===== config.mk =====
export PLATFORM = sky130hd
export DESIGN_NAME = led_bus_ctrl_flat
export DESIGN_NICKNAME = d
export VERILOG_FILES = /design/src/rtl/led_bus_ctrl_pkg.sv /design/src/rtl/led_bus_ctrl_if.sv /design/src/rtl/led_tick_gen.sv /design/src/rtl/led_bus_ctrl.sv /design/src/flat_wrapper.sv
export SDC_FILE = /design/constraint.sdc
export NUM_CORES = 1
export LEC_CHECK = 0
export CAP_MARGIN = 30
export CORE_UTILIZATION = 45
export CTS_CLUSTER_SIZE = 20
export DETAILED_ROUTE_END_ITERATION = 10
export GPL_TIMING_DRIVEN = 0
export MAX_ROUTING_LAYER = met4
export PLACE_DENSITY = 0.69
export SYNTH_ARGS = -nofsm -noshare
export SYNTH_HDL_FRONTEND = slang
export SYNTH_HIERARCHICAL = 1
export SYNTH_SLANG_ARGS = --single-unit

===== constraint.sdc =====
create_clock -name led_clk -period 3.43 [get_ports led_clk]
set_input_delay 0.686 -clock led_clk [delete_from_list [all_inputs] [get_ports led_clk]]
set_output_delay 0.686 -clock led_clk [all_outputs]
set_load 0.005 [all_outputs]

===== src/rtl/led_bus_ctrl_pkg.sv =====
// Shared constants for the LED controller: register offsets inside the LED
// IO window and the display mode codes. The address decoder and software
// headers use the same values.
package led_bus_ctrl_pkg;

  localparam logic [3:0] LED_DATA_OFF   = 4'h0;
  localparam logic [3:0] LED_MODE_OFF   = 4'h4;
  localparam logic [3:0] LED_PERIOD_OFF = 4'h8;

  typedef enum logic [1:0] {
    LED_MODE_STATIC = 2'b00,
    LED_MODE_BLINK  = 2'b01,
    LED_MODE_ROT    = 2'b10,
    LED_MODE_RSVD   = 2'b11
  } led_mode_e;

endpackage


===== src/rtl/led_bus_ctrl_if.sv =====
// CPU load/store bus slice seen by the LED controller.
//   ledctrl   : chip select for the LED IO window
//   mem_write : write strobe, qualified by ledctrl
//   mem_read  : read strobe, qualified by ledctrl
//   addr      : byte offset inside the window
//   wdata     : write data
//   rdata     : registered read data
interface led_bus_ctrl_if;
  logic        ledctrl;
  logic        mem_write;
  logic        mem_read;
  logic [3:0]  addr;
  logic [31:0] wdata;
  logic [31:0] rdata;

  modport master (
    output ledctrl, mem_write, mem_read, addr, wdata,
    input  rdata
  );

  modport slave (
    input  ledctrl, mem_write, mem_read, addr, wdata,
    output rdata
  );
endinterface


===== src/rtl/led_tick_gen.sv =====
// Programmable tick prescaler.
//   led_clk : clock
//   ledrst  : asynchronous reset, active high
//   clr     : clear counter and suppress this cycle's tick
//   period  : compare value; tick when counter equals it (0 = every cycle)
//   tick    : one-cycle pulse
module led_tick_gen #(
  parameter int unsigned CNT_W = 24
) (
  input  logic             led_clk,
  input  logic             ledrst,
  input  logic             clr,
  input  logic [CNT_W-1:0] period,
  output logic             tick
);

  logic [CNT_W-1:0] cnt;
  logic             hit;

  assign hit  = (cnt == period);
  assign tick = hit & ~clr;

  always_ff @(posedge led_clk or posedge ledrst) begin
    if (ledrst) begin
      cnt <= '0;
    end else if (clr || hit) begin
      cnt <= '0;
    end else begin
      cnt <= cnt + {{(CNT_W-1){1'b0}}, 1'b1};
    end
  end

endmodule


===== src/rtl/led_bus_ctrl.sv =====
// Memory-mapped LED controller between the CPU load/store path and the
// board LED driver. Holds DATA/MODE/PERIOD registers and drives the LED
// driver every cycle with static, blink or rotating patterns.
//   led_clk  : clock
//   ledrst   : asynchronous reset, active high
//   bus      : CPU bus slice (slave side)
//   ledwrite : driver write enable (registered MODE[2])
//   ledwdata : pattern to the driver, zero while disabled
import led_bus_ctrl_pkg::*;

module led_bus_ctrl #(
  parameter int unsigned CNT_W = 24,
  parameter int unsigned LED_W = 8
) (
  input  logic             led_clk,
  input  logic             ledrst,
  led_bus_ctrl_if.slave    bus,
  output logic             ledwrite,
  output logic [LED_W-1:0] ledwdata
);

  logic [LED_W-1:0] data_q;
  logic [2:0]       mode_q;
  logic [CNT_W-1:0] period_q;
  logic [LED_W-1:0] shadow_q;
  logic             phase_q;
  logic [31:0]      rdata_q;

  logic             wr_en, rd_en;
  logic             wr_data, wr_mode, wr_period;
  logic             tick;
  led_mode_e        cur_mode, new_mode;
  logic [LED_W-1:0] pattern;
  logic [31:0]      rd_val;
  logic             unused_wdata;

  assign unused_wdata = ^bus.wdata;

  assign wr_en     = bus.ledctrl & bus.mem_write;
  assign rd_en     = bus.ledctrl & bus.mem_read;
  assign wr_data   = wr_en && (bus.addr == LED_DATA_OFF);
  assign wr_mode   = wr_en && (bus.addr == LED_MODE_OFF);
  assign wr_period = wr_en && (bus.addr == LED_PERIOD_OFF);

  assign cur_mode = led_mode_e'(mode_q[1:0]);
  assign new_mode = led_mode_e'(bus.wdata[1:0]);

  led_tick_gen #(.CNT_W(CNT_W)) u_tick (
    .led_clk (led_clk),
    .ledrst  (ledrst),
    .clr     (wr_mode | wr_period),
    .period  (period_q),
    .tick    (tick)
  );

  always_ff @(posedge led_clk or posedge ledrst) begin
    if (ledrst) begin
      data_q   <= '0;
      mode_q   <= '0;
      period_q <= '0;
    end else begin
      if (wr_data)   data_q   <= bus.wdata[LED_W-1:0];
      if (wr_mode)   mode_q   <= bus.wdata[2:0];
      if (wr_period) period_q <= bus.wdata[CNT_W-1:0];
    end
  end

  // Mode entry (re)initialises the pattern state; a DATA write in rotate
  // mode takes priority over a coincident rotate tick.
  always_ff @(posedge led_clk or posedge ledrst) begin
    if (ledrst) begin
      phase_q  <= 1'b1;
      shadow_q <= '0;
    end else begin
      if (wr_mode && new_mode == LED_MODE_BLINK && cur_mode != LED_MODE_BLINK) begin
        phase_q <= 1'b1;
      end else if (tick && cur_mode == LED_MODE_BLINK) begin
        phase_q <= ~phase_q;
      end

      if (wr_mode && new_mode == LED_MODE_ROT && cur_mode != LED_MODE_ROT) begin
        shadow_q <= data_q;
      end else if (wr_data && cur_mode == LED_MODE_ROT) begin
        shadow_q <= bus.wdata[LED_W-1:0];
      end else if (tick && cur_mode == LED_MODE_ROT) begin
        shadow_q <= {shadow_q[LED_W-2:0], shadow_q[LED_W-1]};
      end
    end
  end

  always_comb begin
    pattern = data_q;
    case (cur_mode)
      LED_MODE_BLINK: pattern = phase_q ? data_q : '0;
      LED_MODE_ROT:   pattern = shadow_q;
      default:        pattern = data_q;
    endcase
  end

  always_comb begin
    rd_val = '0;
    case (bus.addr)
      LED_DATA_OFF:   rd_val = 32'(data_q);
      LED_MODE_OFF:   rd_val = 32'(mode_q);
      LED_PERIOD_OFF: rd_val = 32'(period_q);
      default:        rd_val = '0;
    endcase
  end

  always_ff @(posedge led_clk or posedge ledrst) begin
    if (ledrst) begin
      ledwrite <= 1'b0;
      ledwdata <= '0;
      rdata_q  <= '0;
    end else begin
      ledwrite <= mode_q[2];
      ledwdata <= mode_q[2] ? pattern : '0;
      if (rd_en) rdata_q <= rd_val;
    end
  end

  assign bus.rdata = rdata_q;

endmodule


===== src/flat_wrapper.sv =====
// flat-port wrapper written by rule: the top's interface ports become plain ports
module led_bus_ctrl_flat 
#(
  parameter int unsigned CNT_W = 24,
  parameter int unsigned LED_W = 8
)
  (led_clk, ledrst, ledwrite, ledwdata, bus_ledctrl, bus_mem_write, bus_mem_read, bus_addr, bus_wdata, bus_rdata);
  led_bus_ctrl_if bus_i ();
  input  logic led_clk;
  input  logic ledrst;
  output logic ledwrite;
  output logic [LED_W-1:0] ledwdata;
  input wire logic [$bits(bus_i.ledctrl)-1:0] bus_ledctrl;
  input wire logic [$bits(bus_i.mem_write)-1:0] bus_mem_write;
  input wire logic [$bits(bus_i.mem_read)-1:0] bus_mem_read;
  input wire logic [$bits(bus_i.addr)-1:0] bus_addr;
  input wire logic [$bits(bus_i.wdata)-1:0] bus_wdata;
  output wire logic [$bits(bus_i.rdata)-1:0] bus_rdata;
  assign bus_i.ledctrl = bus_ledctrl;
  assign bus_i.mem_write = bus_mem_write;
  assign bus_i.mem_read = bus_mem_read;
  assign bus_i.addr = bus_addr;
  assign bus_i.wdata = bus_wdata;
  assign bus_rdata = bus_i.rdata;
  led_bus_ctrl #(.CNT_W(CNT_W), .LED_W(LED_W)) u_core (.led_clk(led_clk), .ledrst(ledrst), .bus(bus_i), .ledwrite(ledwrite), .ledwdata(ledwdata));
endmodule

### Word-level counts from Yosys, hierarchy flattened

Cells that the tools add are included.

| operators by class | value |
|---|---|
| add/sub/neg operators | 1 |
| equal/unequal tests | 9 |
| multiplexer cells | 10 |
| bitwise gates (word level) | 6 |
| reduce and logical (&&, ||, !) cells | 14 |

Operators with widths:

| kind | number |
|---|---|
| one-hot mux 24 bit (3 select lines) | 1 |
| two-way mux 8 bit | 5 |
| adder 24 x 1 -> 24 bit (second input constant) | 1 |
| equality test 24 bit | 1 |
| two-way mux 24 bit | 1 |
| one-hot mux 8 bit (2 select lines) | 1 |
| logical AND 1 bit | 10 |
| equality test 2 x 1 -> 1 bit (second input constant) | 2 |
| equality test 2 bit (second input constant) | 2 |
| equality test 4 x 3 -> 1 bit (second input constant) | 1 |
| equality test 4 bit (second input constant) | 1 |
| zero test 4 bit | 1 |
| AND 1 bit | 3 |
| nonzero test 3 bit | 1 |
| two-way mux 1 bit | 2 |
| != test 2 x 1 -> 1 bit (second input constant) | 1 |
| != test 2 bit (second input constant) | 1 |
| inverter 1 bit | 2 |
| nonzero test 2 bit | 1 |
| logical OR 1 bit | 1 |
| OR 1 bit | 1 |

| word-level totals | value |
|---|---|
| register bits | 109 |

### Depth between registers and ports, before layout

Gate-level depths: netlist (run 1).

| logic depth | value |
|---|---|
| depth after elaboration | 9 |
| mapped depth | 10 |
| gate-level depth less buffers | 9 |

### By module

Netlist (run 1), hierarchy kept.

By module, submodules not included:

| module | instances | cells each | area each (um^2) | sequential area each (um^2) |
|---|---|---|---|---|
| led_bus_ctrl | 1 | 266 | 3399.5 | 1928.1 |
| led_tick_gen | 1 | 164 | 1644.1 | 600.6 |

### Worst setup path after synthesis (run 1)

OpenSTA, ideal clock, no wires.

| timing path | value |
|---|---|
| kind | input port to flip-flop |
| start | input bus_addr[0] |
| end | register u_core.shadow_q[5] |
| arrival | 2284 ps |
| path slack | 1024 ps |
| cell stages on the path | 8 |
| path buffers | 1 |
| path through | and4bb_2 > and2_4 > nand2_2 > nand2_1 > buf_1 > and3b_1 > a21o_4 > o22a_1 |

| on the way | value |
|---|---|
| longest elaborated chain between the ends | 7 |

RTL lines:

| what | line | source |
|---|---|---|
| start, declared | flat_wrapper.sv:16 | `input wire logic [$bits(bus_i.addr)-1:0] bus_addr;` |
| equality test 4 x 3 -> 1 bit or equality test 4 bit (tied branches) | led_bus_ctrl.sv:42, led_bus_ctrl.sv:43 |  |
| logical AND 1 bit (on tied branches) | led_bus_ctrl.sv:42, led_bus_ctrl.sv:43 |  |
| OR 1 bit (*) | led_bus_ctrl.sv:51 | `.clr (wr_mode \| wr_period),` |
| inverter 1 bit (*) | led_tick_gen.sv:21 | `assign tick = hit & ~clr;` |
| AND 1 bit (*) | led_tick_gen.sv:21 |  |
| via u_core.tick | led_bus_ctrl.sv:31 | `logic tick;` |
| logical AND 1 bit (*) | led_bus_ctrl.sv:85 | `end else if (tick && cur_mode == LED_MODE_ROT) begin` |
| nonzero test 3 bit (no source line) (*) | -- |  |
| end signal, assigned | led_bus_ctrl.sv:82 | `shadow_q <= data_q;` |
| end signal, assigned | led_bus_ctrl.sv:84 | `shadow_q <= bus.wdata[LED_W-1:0];` |
| end signal, assigned | led_bus_ctrl.sv:86 | `shadow_q <= {shadow_q[LED_W-2:0], shadow_q[LED_W-1]};` |
| end, declared | led_bus_ctrl.sv:25 | `logic [LED_W-1:0] shadow_q;` |

The timed path passes the listed nets; every way through them passes the cells marked *.
A chain may end at the register's enable or synchronous reset.

### Final worst setup path (run 1)

| timing path | value |
|---|---|
| start | input bus_addr[0] |
| end | register u_core.shadow_q[1] |

Same word-level chain as after synthesis.

==> results of run 1 <==
[power groups by stage]
stage | Combinational [W] | Clock, W | Sequential (W)
after floorplan | 0.000574 | 0 | 0.00159
after global placement | 0.000773 | 0 | 0.00166
after detailed placement | 0.000800 | 0 | 0.00167
after CTS | 0.000806 | 0.000755 | 0.00165
after global routing | 0.000895 | 0.000804 | 0.00168
final | 0.000805 | 0.000729 | 0.00165
[worst paths after layout]
| kind | depth (start not counted) | end | startpoint |
|---|---|---|---|
| worst min-delay path | 2 | u_core/bus.rdata[6]$_DFFE_PP0P_ | u_core/bus.rdata[6]$_DFFE_PP0P_ |
| max in group asynchronous | 2 | u_core/u_tick/cnt[20]$_DFF_PP0_ | ledrst |
| worst max register to register | 9 | u_core/shadow_q[3]$_DFFE_PP0P_ | u_core/u_tick/cnt[0]$_DFF_PP0_ |
| worst max-delay path | 11 | u_core/shadow_q[1]$_DFFE_PP0P_ | bus_addr[0] |
| worst min register to register | 2 | u_core/bus.rdata[6]$_DFFE_PP0P_ | u_core/bus.rdata[6]$_DFFE_PP0P_ |
| min in group asynchronous | 2 | u_core/mode_q[2]$_DFFE_PP0P_ | ledrst |
[logic make-up after synthesis]
| family | share of synthesized area |
|---|---|
| muxes | 0.0938 |
| adders and majority gates | 0.00744 |
| DFF | 0.501 |
| AOI/OAI and AO/OA | 0.159 |
| buffers and inverters | 0.0464 |
| xor gates and xnor gates | 0.0643 |
| other | 0.000744 |
| and+or+nand+nor | 0.128 |
[routing by layer]
layer | routed length, um | GRT usage | vias to the layer above
li1 | - | - | 1754
met1 | 5580 | 0.323 | 1857
met2 | 5130 | 0.313 | 120
met3 | 578 | 0.0291 | 15
met4 | 174 | 0.0851 | 0
met5 | 0 | - | -
[state kept, by name (all words and copies together) (netlist names)]
name and flops:
u_core/bus.rdata 24, u_core/period_q 24, u_core/u_tick/cnt 24, u_core/data_q 8
u_core/ledwdata 8, u_core/shadow_q 8, u_core/mode_q 3, u_core/ledwrite 1
u_core/phase_q 1
[cell type report]
type | count | area (um^2) | area share
flip-flops and latches | 101 | 2530 | 0.414
inverters | 13 | 51.3 | 0.00840
plain buffers | 31 | 185 | 0.0303
well taps | 140 | 175 | 0.0287
multi-input cells | 292 | 2310 | 0.378
clock buffers | 9 | 124 | 0.0203
clock inverters | 7 | 65.1 | 0.0107
repair buffers | 65 | 668 | 0.109
[synth_stat cells, drive strengths merged, types with 2 or more instances]
cell type,count
o22ai,6
a21o,2
dfrtp,100
nor2,11
clkbuf,9
o21ai,17
mux2i,9
nor4,2
or3,6
or4,5
mux2,30
and4bb,2
a21oi,6
a221oi,9
and4,4
xnor2,29
buf,22
ha,3
a22oi,12
nand4,15
inv,13
nor2b,11
nand3,8
a211oi,15
and3,3
nand2,28
a32oi,2
o31ai,6
a22o,19
o21a,5
and2,2
xor2,8
[worst max-delay path: cells and delay by family]
kind | cells | cell delay (ns)
simple gates | 7 | 1.50
buf+inv | 2 | 0.85
compound gates | 2 | 0.33
[metrics by stage]
stage / utilization / TNS (ns)
2_1_floorplan: - / 0
3_3_place_gp: 0.541 / -28.37
3_5_place_dp: 0.543 / 0
4_1_cts: 0.561 / 0
5_1_grt: 0.561 / 0
6_report: 0.561 / 0
==> impl_metrics.tcl, run 1 <==
set metrics [dict create \
    status "finished clean" \
    reg2reg_slack_ns 0.46 \
    vias 3746 \
    rsz0062_at_grt "no" \
    ir_worst_vdd_uv 213 \
    wire_per_inst_um 17.4 \
    port_buffers 64 \
    combPwrFrac 0.253 \
    p_sw_frac 0.338 \
    via_per_inst 5.69 \
    p_total_w 0.00318 \
    async_flop_share 1.00 \
    htreeDepth 3 \
    clk_latency_ns 0.38 \
    grt_pass1_wl_um 19000 \
    final_common_cell "dfrtp_1" \
    post-synth-top-area-cell "dfrtp_1" \
    synth.avg_cell_area_um2 11.7 \
    clockBufferDepth 2 \
    cp-end-kind "register" \
    ys_types 63 \
    dp_cells 642 \
    ys.flop_type "dfrtp_1" \
    nets 557 \
    leakagePower_nw 2.62 \
    ys_warn_count 6 \
    drtAntennaViolNets 0 \
    die_h_um 108 \
    fillCellCount 948 \
    final-hold-violation-count 0 \
    path_clk_slew_ns 0.09 \
    fmax_ghz 0.328 \
    slowest_stage "clkdlybuf4s50_1" \
    first_pass_iters 5 \
    cts_hold_buf 0 \
    netlist_instances 430 \
    intPower_w 0.00211 \
    clkPwrFrac 0.229 \
    synth_top_area_share 0.496 \
    synth_edf_count 0 \
    worstPathMaxFanout 7 \
    cts-root-buf "clkbuf_8" \
    period_share 0.889 \
    fin_cells 658 \
    fin_area_mm2 0.00610 \
    antenna_cells 0 \
    drt_first_iter_violations 219 \
    dieArea_mm2 0.0116 \
    finalMaxSlewViolations 0 \
    synth_area_mm2 0.00504 \
    area_growth_pct 21.0 \
    grtUsageTotal 0.222 \
    worst_slew_pin_slew_ns 0.942 \
    yosysSeqAreaShare 0.501 \
    core_mm2 0.0109 \
    fin_crit_ns 3.05 \
    synth_area_leaders "dfrtp_1 50%, xnor2_1 5.0%, mux2_4 3.6%" \
    drt_wl_total_um 11500 \
    antenna_found_initial 0 \
    detailedPlace.worstSlack_ns 0.0528 \
    worstPathCellList "clkdlybuf4s50_1, and4bb_2, and2_4, nand2_2, nand2_1, buf_1, and3b_1, nand2_1, nor2_1, o32ai_1, o21a_1" \
    slew_headroom 0.371 \
    worstSetupPathType "in -> reg" \
    required_ns 3.75 \
    whs_ns 0.484 \
    switching_power_w 0.00108 \
    dieWidth_um 108 \
    initial_core_util 0.463 \
    drc 0 \
    boundaryPins 82 \
    power.density_mw_per_mm2 521 \
    drive_gt1_frac 0.168 \
    grt_max_degree 65 \
    dp_hpwl_um 8620 \
    num_rows 38 \
    grt_pass1_vias 3570 \
    cts_tree "built" \
    cp-start-kind "primary input" \
    layout_common_cells "100 x dfrtp_1, 64 x clkdlybuf4s50_1, 29 x xnor2_1" \
    clock_skew_ns 0.00831 \
    crit_top_cell "nand2_1" \
    seq_power_share 0.518 \
    grt_overflow 0 \
    yosys_register_bits 101 \
    ctsResizeCount 0 \
    clock-sinks 101 \
    setup_ws_ns 0.381 \
    drv_cap 0 \
    gp_congestion 0.877 \
    dpl_cell_area_mm2 0.00592 \
    cpPeakStageDelay_ns 0.51 \
    setup_viol 0 \
    postCtsSetupBuffers 0 \
    hold_path.class "reg -> reg" \
    critical_path_arrival_ns 3.37 \
    cts_buffers 9 \
]
Power figures use the tool's default switching activity.
==> run 2: changes to the inputs <==
Settings changed: GPL_TIMING_DRIVEN 0 to 1.
==> run 2 against run 1 <==
Compared with the run above:
- maximum frequency is 11% higher
- power is 8.0% higher
- final area is 0.78% lower
- die area unchanged
- critical path depth shrank 1
- final cell count down 3.3%
- critical endpoint is now u_core/shadow_q[5]$_DFFE_PP0P_
==> impl_metrics.tcl, run 2 (synthesis gave the netlist of run 1 again) <==
set metrics [dict create \
    drv_cap 0 \
    first_pass_iters 6 \
    grt_pass1_vias 3569 \
    area_growth_pct 20.1 \
    ctsResizeCount 0 \
    wire_per_inst_um 18.2 \
    fmax_ghz 0.364 \
    cts_buffers 9 \
    critical_path_arrival_ns 3.03 \
    setup_viol 0 \
    required_ns 3.71 \
    final-hold-violation-count 0 \
    dp_cells 620 \
    postCtsSetupBuffers 0 \
    drtAntennaViolNets 0 \
    ir_worst_vdd_uv 234 \
    leakagePower_nw 2.59 \
    num_rows 38 \
    grt_pass1_wl_um 18500 \
    reg2reg_slack_ns 1.13 \
    hold_path.class "reg -> reg" \
    port_buffers 65 \
    initial_core_util 0.463 \
    vias 3706 \
    path_clk_slew_ns 0.10 \
    drive_gt1_frac 0.151 \
    core_mm2 0.0109 \
    via_per_inst 5.83 \
    fin_area_mm2 0.00606 \
    rr_startpoint "u_core/u_tick/cnt[11]$_DFF_PP0_" \
    combPwrFrac 0.219 \
    finalSetupTns_ns 0 \
    r2r-end "u_core/shadow_q[5]$_DFFE_PP0P_" \
    hold_path_end "u_core/bus.rdata[7]$_DFFE_PP0P_" \
    regArea_mm2 0.00253 \
    dpl_cell_area_mm2 0.00579 \
    cts_tree "built" \
    nets 535 \
    dieArea_mm2 0.0116 \
    power.density_mw_per_mm2 567 \
    dp_hpwl_um 8390 \
    drt_first_iter_violations 260 \
    htreeDepth 3 \
    clock-sinks 101 \
    period_share 0.802 \
    slew_headroom 0.352 \
    finalMaxSlewViolations 0 \
    drc 0 \
    grtUsageTotal 0.217 \
    ff2ff_path_depth 8 \
    clock_skew_ns 0.00986 \
    antenna_cells 0 \
    status "finished clean" \
    clk_latency_ns 0.38 \
    slowest_stage "clkdlybuf4s50_1" \
    grt_overflow 0 \
    intPower_w 0.00237 \
    worst_slew_pin_slew_ns 0.970 \
    die_h_um 108 \
    p_sw_frac 0.310 \
    drt_wl_total_um 11600 \
    cts-root-buf "clkbuf_8" \
    cpPeakStageDelay_ns 0.60 \
    cp-start-kind "primary input" \
    switching_power_w 0.00106 \
    fin_cells 636 \
    crit_top_cell "nand2_1" \
    seq_power_share 0.490 \
    antenna_found_initial 0 \
    multi_input_area_mm2 0.00232 \
    worstPathCellList "clkdlybuf4s50_1, and4bb_2, and2_4, nand2_2, nand2_1, and3b_1, nand2_1, nor2_1, a21oi_1, o22a_1" \
    fin_crit_ns 2.75 \
    final_common_cell "dfrtp_1" \
    gp_congestion 0.896 \
    worstPathMaxFanout 6 \
    fillCellCount 962 \
    rsz0062_at_grt "no" \
    cp-end-kind "register" \
    p_total_w 0.00344 \
    grt_max_degree 41 \
    min_from "u_core/bus.rdata[7]$_DFFE_PP0P_" \
    boundaryPins 82 \
    worstSetupPathType "in -> reg" \
    critPathLaunch "bus_addr[0]" \
    cts_hold_buf 0 \
    clkPwrFrac 0.290 \
    layout_common_cells "100 x dfrtp_1, 65 x clkdlybuf4s50_1, 29 x xnor2_1" \
    dieWidth_um 108 \
    hold_depth 2 \
    clockBufferDepth 2 \
]
## run 2: changes by cell type in the layout (fill, tap and decap cells not counted), sizes merged
cell	before	now
clkdlybuf4s50	64	65
inv	17	14
clkinvlp	1	0
clkbuf	18	9
bufinv	0	4
buf	23	9
## run 2: power groups by stage
stage | Combinational, W | Clock [W] | Sequential, W
final | 0.000754 | 0.000997 | 0.00168
after global placement | 0.000734 | 0 | 0.00169
after global routing | 0.000828 | 0.00106 | 0.00171
after CTS | 0.000760 | 0.00101 | 0.00168
after detailed placement | 0.000754 | 0 | 0.00170
after floorplan | 0.000574 | 0 | 0.00159
## run 2: worst max-delay path by stage
stage                                                  to  slack [ns]
final                      u_core/shadow_q[5]$_DFFE_PP0P_        0.68
after global routing       u_core/shadow_q[5]$_DFFE_PP0P_        0.57
after floorplan           u_core/bus.rdata[0]$_DFFE_PP0P_        0.78
after detailed placement   u_core/shadow_q[5]$_DFFE_PP0P_        0.33
after global placement     u_core/shadow_q[5]$_DFFE_PP0P_        0.35
after CTS                  u_core/shadow_q[5]$_DFFE_PP0P_        0.73
## run 2: critical path: cells and delay by family
| family | cells | cell delay [ns] |
|---|---|---|
| AND/OR/NAND/NOR | 7 | 1.50 |
| buffers and inverters | 1 | 0.60 |
| AO/OA/AOI/OAI | 2 | 0.24 |
## run 2: area by class of cell
cell class,instances,share of cell area
timing repair buffer,74,0.119
inverter,13,0.00806
multi-input combinational,292,0.382
clock buffer,9,0.0205
tap,140,0.0289
sequential,101,0.417
clock inverter,7,0.0242
## run 2: per-stage QoR
step | util | hold slack [ns] | worst slack (ns)
after floorplan | - | 0.471 | 0.779
after global placement | 0.531 | 0.469 | 0.354
after detailed placement | 0.531 | 0.477 | 0.329
after CTS | 0.556 | 0.499 | 0.728
after global routing | 0.556 | 0.525 | 0.565
final | 0.556 | 0.494 | 0.680
## run 2: routing by layer
layer,share of wire,vias up,GRT usage,wire length [um]
li1,-,1697,-,-
met1,0.47,1841,0.307,5440
met2,0.45,145,0.313,5260
met3,0.057,23,0.0254,658
met4,0.020,0,0.0978,233
met5,0,-,-,0
==> run 3: changes to the inputs <==
Settings changed: PLACE_DENSITY 0.69 to 0.72.
Clock period 3.43 ns to 2.4 ns, I/O delays scaled along.
==> run 3 against run 2 <==
Compared with the run above:
- sequential power increased by 43%
- clock skew increased by 0.0060 ns
- hold slack got worse by 0.0063 ns
- sequential share of layout area decreased by 0.27 points
- die area unchanged
- sequential cell count unchanged
- via count increased by 0.35%
- global-route usage increased by 0.35 points
- first-iteration DRC count increased by 58%
- final area increased by 0.66%
==> impl_metrics.tcl, run 3 (synthesis gave the netlist of run 1 again) <==
set metrics [dict create \
    port_buffers 65 \
    num_rows 38 \
    dieArea_mm2 0.0116 \
    status "finished clean" \
    gp_congestion 0.910 \
    cts_tree "built" \
    htreeDepth 3 \
    ir_worst_vdd_uv 317 \
    area_growth_pct 20.9 \
    dp_hpwl_um 8650 \
    detailedPlace.worstSlack_ns -0.0769 \
    clockBufferDepth 2 \
    layout_common_cells "100 x dfrtp_1, 65 x clkdlybuf4s50_1, 29 x xnor2_1" \
    drv_cap 0 \
    die_h_um 108 \
    finalMaxSlewViolations 0 \
    core_mm2 0.0109 \
    required_ns 2.66 \
    cp-end-kind "register" \
    intPower_w 0.00299 \
    dp_cells 635 \
    grt_max_degree 27 \
    drive_gt1_frac 0.176 \
    drt_first_iter_violations 410 \
    via_per_inst 5.71 \
    rsz0062_at_grt "no" \
    combPwrFrac 0.245 \
    final_common_cell "dfrtp_1" \
    clock-sinks 101 \
    power.density_mw_per_mm2 740 \
    setup_viol 0 \
    clkPwrFrac 0.221 \
    postCtsSetupBuffers 0 \
    multi_input_area_mm2 0.00232 \
    fmax_ghz 0.464 \
    grt_pass1_vias 3680 \
    critical_path_arrival_ns 2.41 \
    period_share 0.899 \
    clock_skew_ns 0.0159 \
    leakagePower_nw 2.62 \
    nets 550 \
    cp-start-kind "register" \
    switching_power_w 0.00152 \
    setup_ws_ns 0.243 \
    slew_headroom 0.529 \
    cts-root-buf "clkbuf_8" \
    worst_slew_pin_slew_ns 0.705 \
    dieWidth_um 108 \
    final-hold-violation-count 0 \
    path_clk_slew_ns 0.10 \
    seq_power_share 0.535 \
    p_total_w 0.00451 \
    ctsResizeCount 0 \
    vias 3719 \
    hold_path.class "reg -> reg" \
    drc 0 \
    finalSetupTns_ns 0 \
    grtUsageTotal 0.221 \
    antenna_found_initial 0 \
    drt_wl_total_um 11700 \
    worstSetupPathType "reg -> reg" \
    cts_buffers 9 \
    worstPathMaxFanout 6 \
    drtAntennaViolNets 0 \
    p_sw_frac 0.336 \
    fin_crit_ns 2.16 \
    initial_core_util 0.463 \
    grt_overflow 0 \
    cts_hold_buf 0 \
    fillCellCount 927 \
    clk_latency_ns 0.36 \
    antenna_cells 0 \
    grt_pass1_wl_um 19100 \
    regArea_mm2 0.00253 \
    wire_per_inst_um 17.9 \
    first_pass_iters 5 \
    boundaryPins 82 \
    fin_cells 651 \
]
run 3: layout make-up:
class,count,share of cell area
tap,140,0.0287
sequential,101,0.415
clock inverter,7,0.00944
timing repair buffer,89,0.138
inverter,13,0.00862
clock buffer,9,0.0203
multi-input combinational,292,0.380
run 3: worst max-delay path: stages, from the launching register on:
cell and delay [ns]:
dfrtp_1 0.45, xnor2_1 0.24, nand4_1 0.20, nor4_4 0.32
and3b_1 0.28, nand2_1 0.18, nor2_1 0.14, a21oi_1 0.05
o22a_1 0.19
run 3: layer usage:
| layer | vias to the layer above | wire length [um] | global-route usage |
|---|---|---|---|
| met5 | - | 0 | - |
| met4 | 0 | 141 | 0.0695 |
| met3 | 14 | 603 | 0.0248 |
| met2 | 127 | 5360 | 0.323 |
| met1 | 1852 | 5550 | 0.321 |
| li1 | 1726 | - | - |
run 3: path summary, 6_finish.rpt:
path                                                      start                               end  slack (ns)  depth (start not counted)
max in group asynchronous                                ledrst  u_core/bus.rdata[19]$_DFFE_PP0P_        1.33                          3
worst min-delay path            u_core/bus.rdata[5]$_DFFE_PP0P_   u_core/bus.rdata[5]$_DFFE_PP0P_        0.49                          2
worst max-delay path             u_core/u_tick/cnt[0]$_DFF_PP0_    u_core/shadow_q[5]$_DFFE_PP0P_        0.24                          8
worst max register to register   u_core/u_tick/cnt[0]$_DFF_PP0_    u_core/shadow_q[5]$_DFFE_PP0P_        0.24                          8
worst min register to register  u_core/bus.rdata[5]$_DFFE_PP0P_   u_core/bus.rdata[5]$_DFFE_PP0P_        0.49                          2
min in group asynchronous                                ledrst      u_core/data_q[2]$_DFFE_PP0P_        0.51                          2
run 3: power groups by stage:
stage / logic [W] / clock network [W] / registers, W
floorplan: 0.000821 / 0 / 0.00228
global placement: 0.00107 / 0 / 0.00242
detailed placement: 0.00109 / 0 / 0.00244
CTS: 0.00110 / 0.00102 / 0.00240
global route: 0.00121 / 0.00110 / 0.00245
finish: 0.00110 / 0.000995 / 0.00241
run 3: stage by stage:
step / utilization / hold WS, ns / instance area [um^2]
after floorplan: - / 0.471 / 5070
after global placement: 0.543 / 0.464 / 5920
after detailed placement: 0.543 / 0.470 / 5920
after CTS: 0.560 / 0.492 / 6100
after global routing: 0.560 / 0.538 / 6100
final: 0.560 / 0.488 / 6100
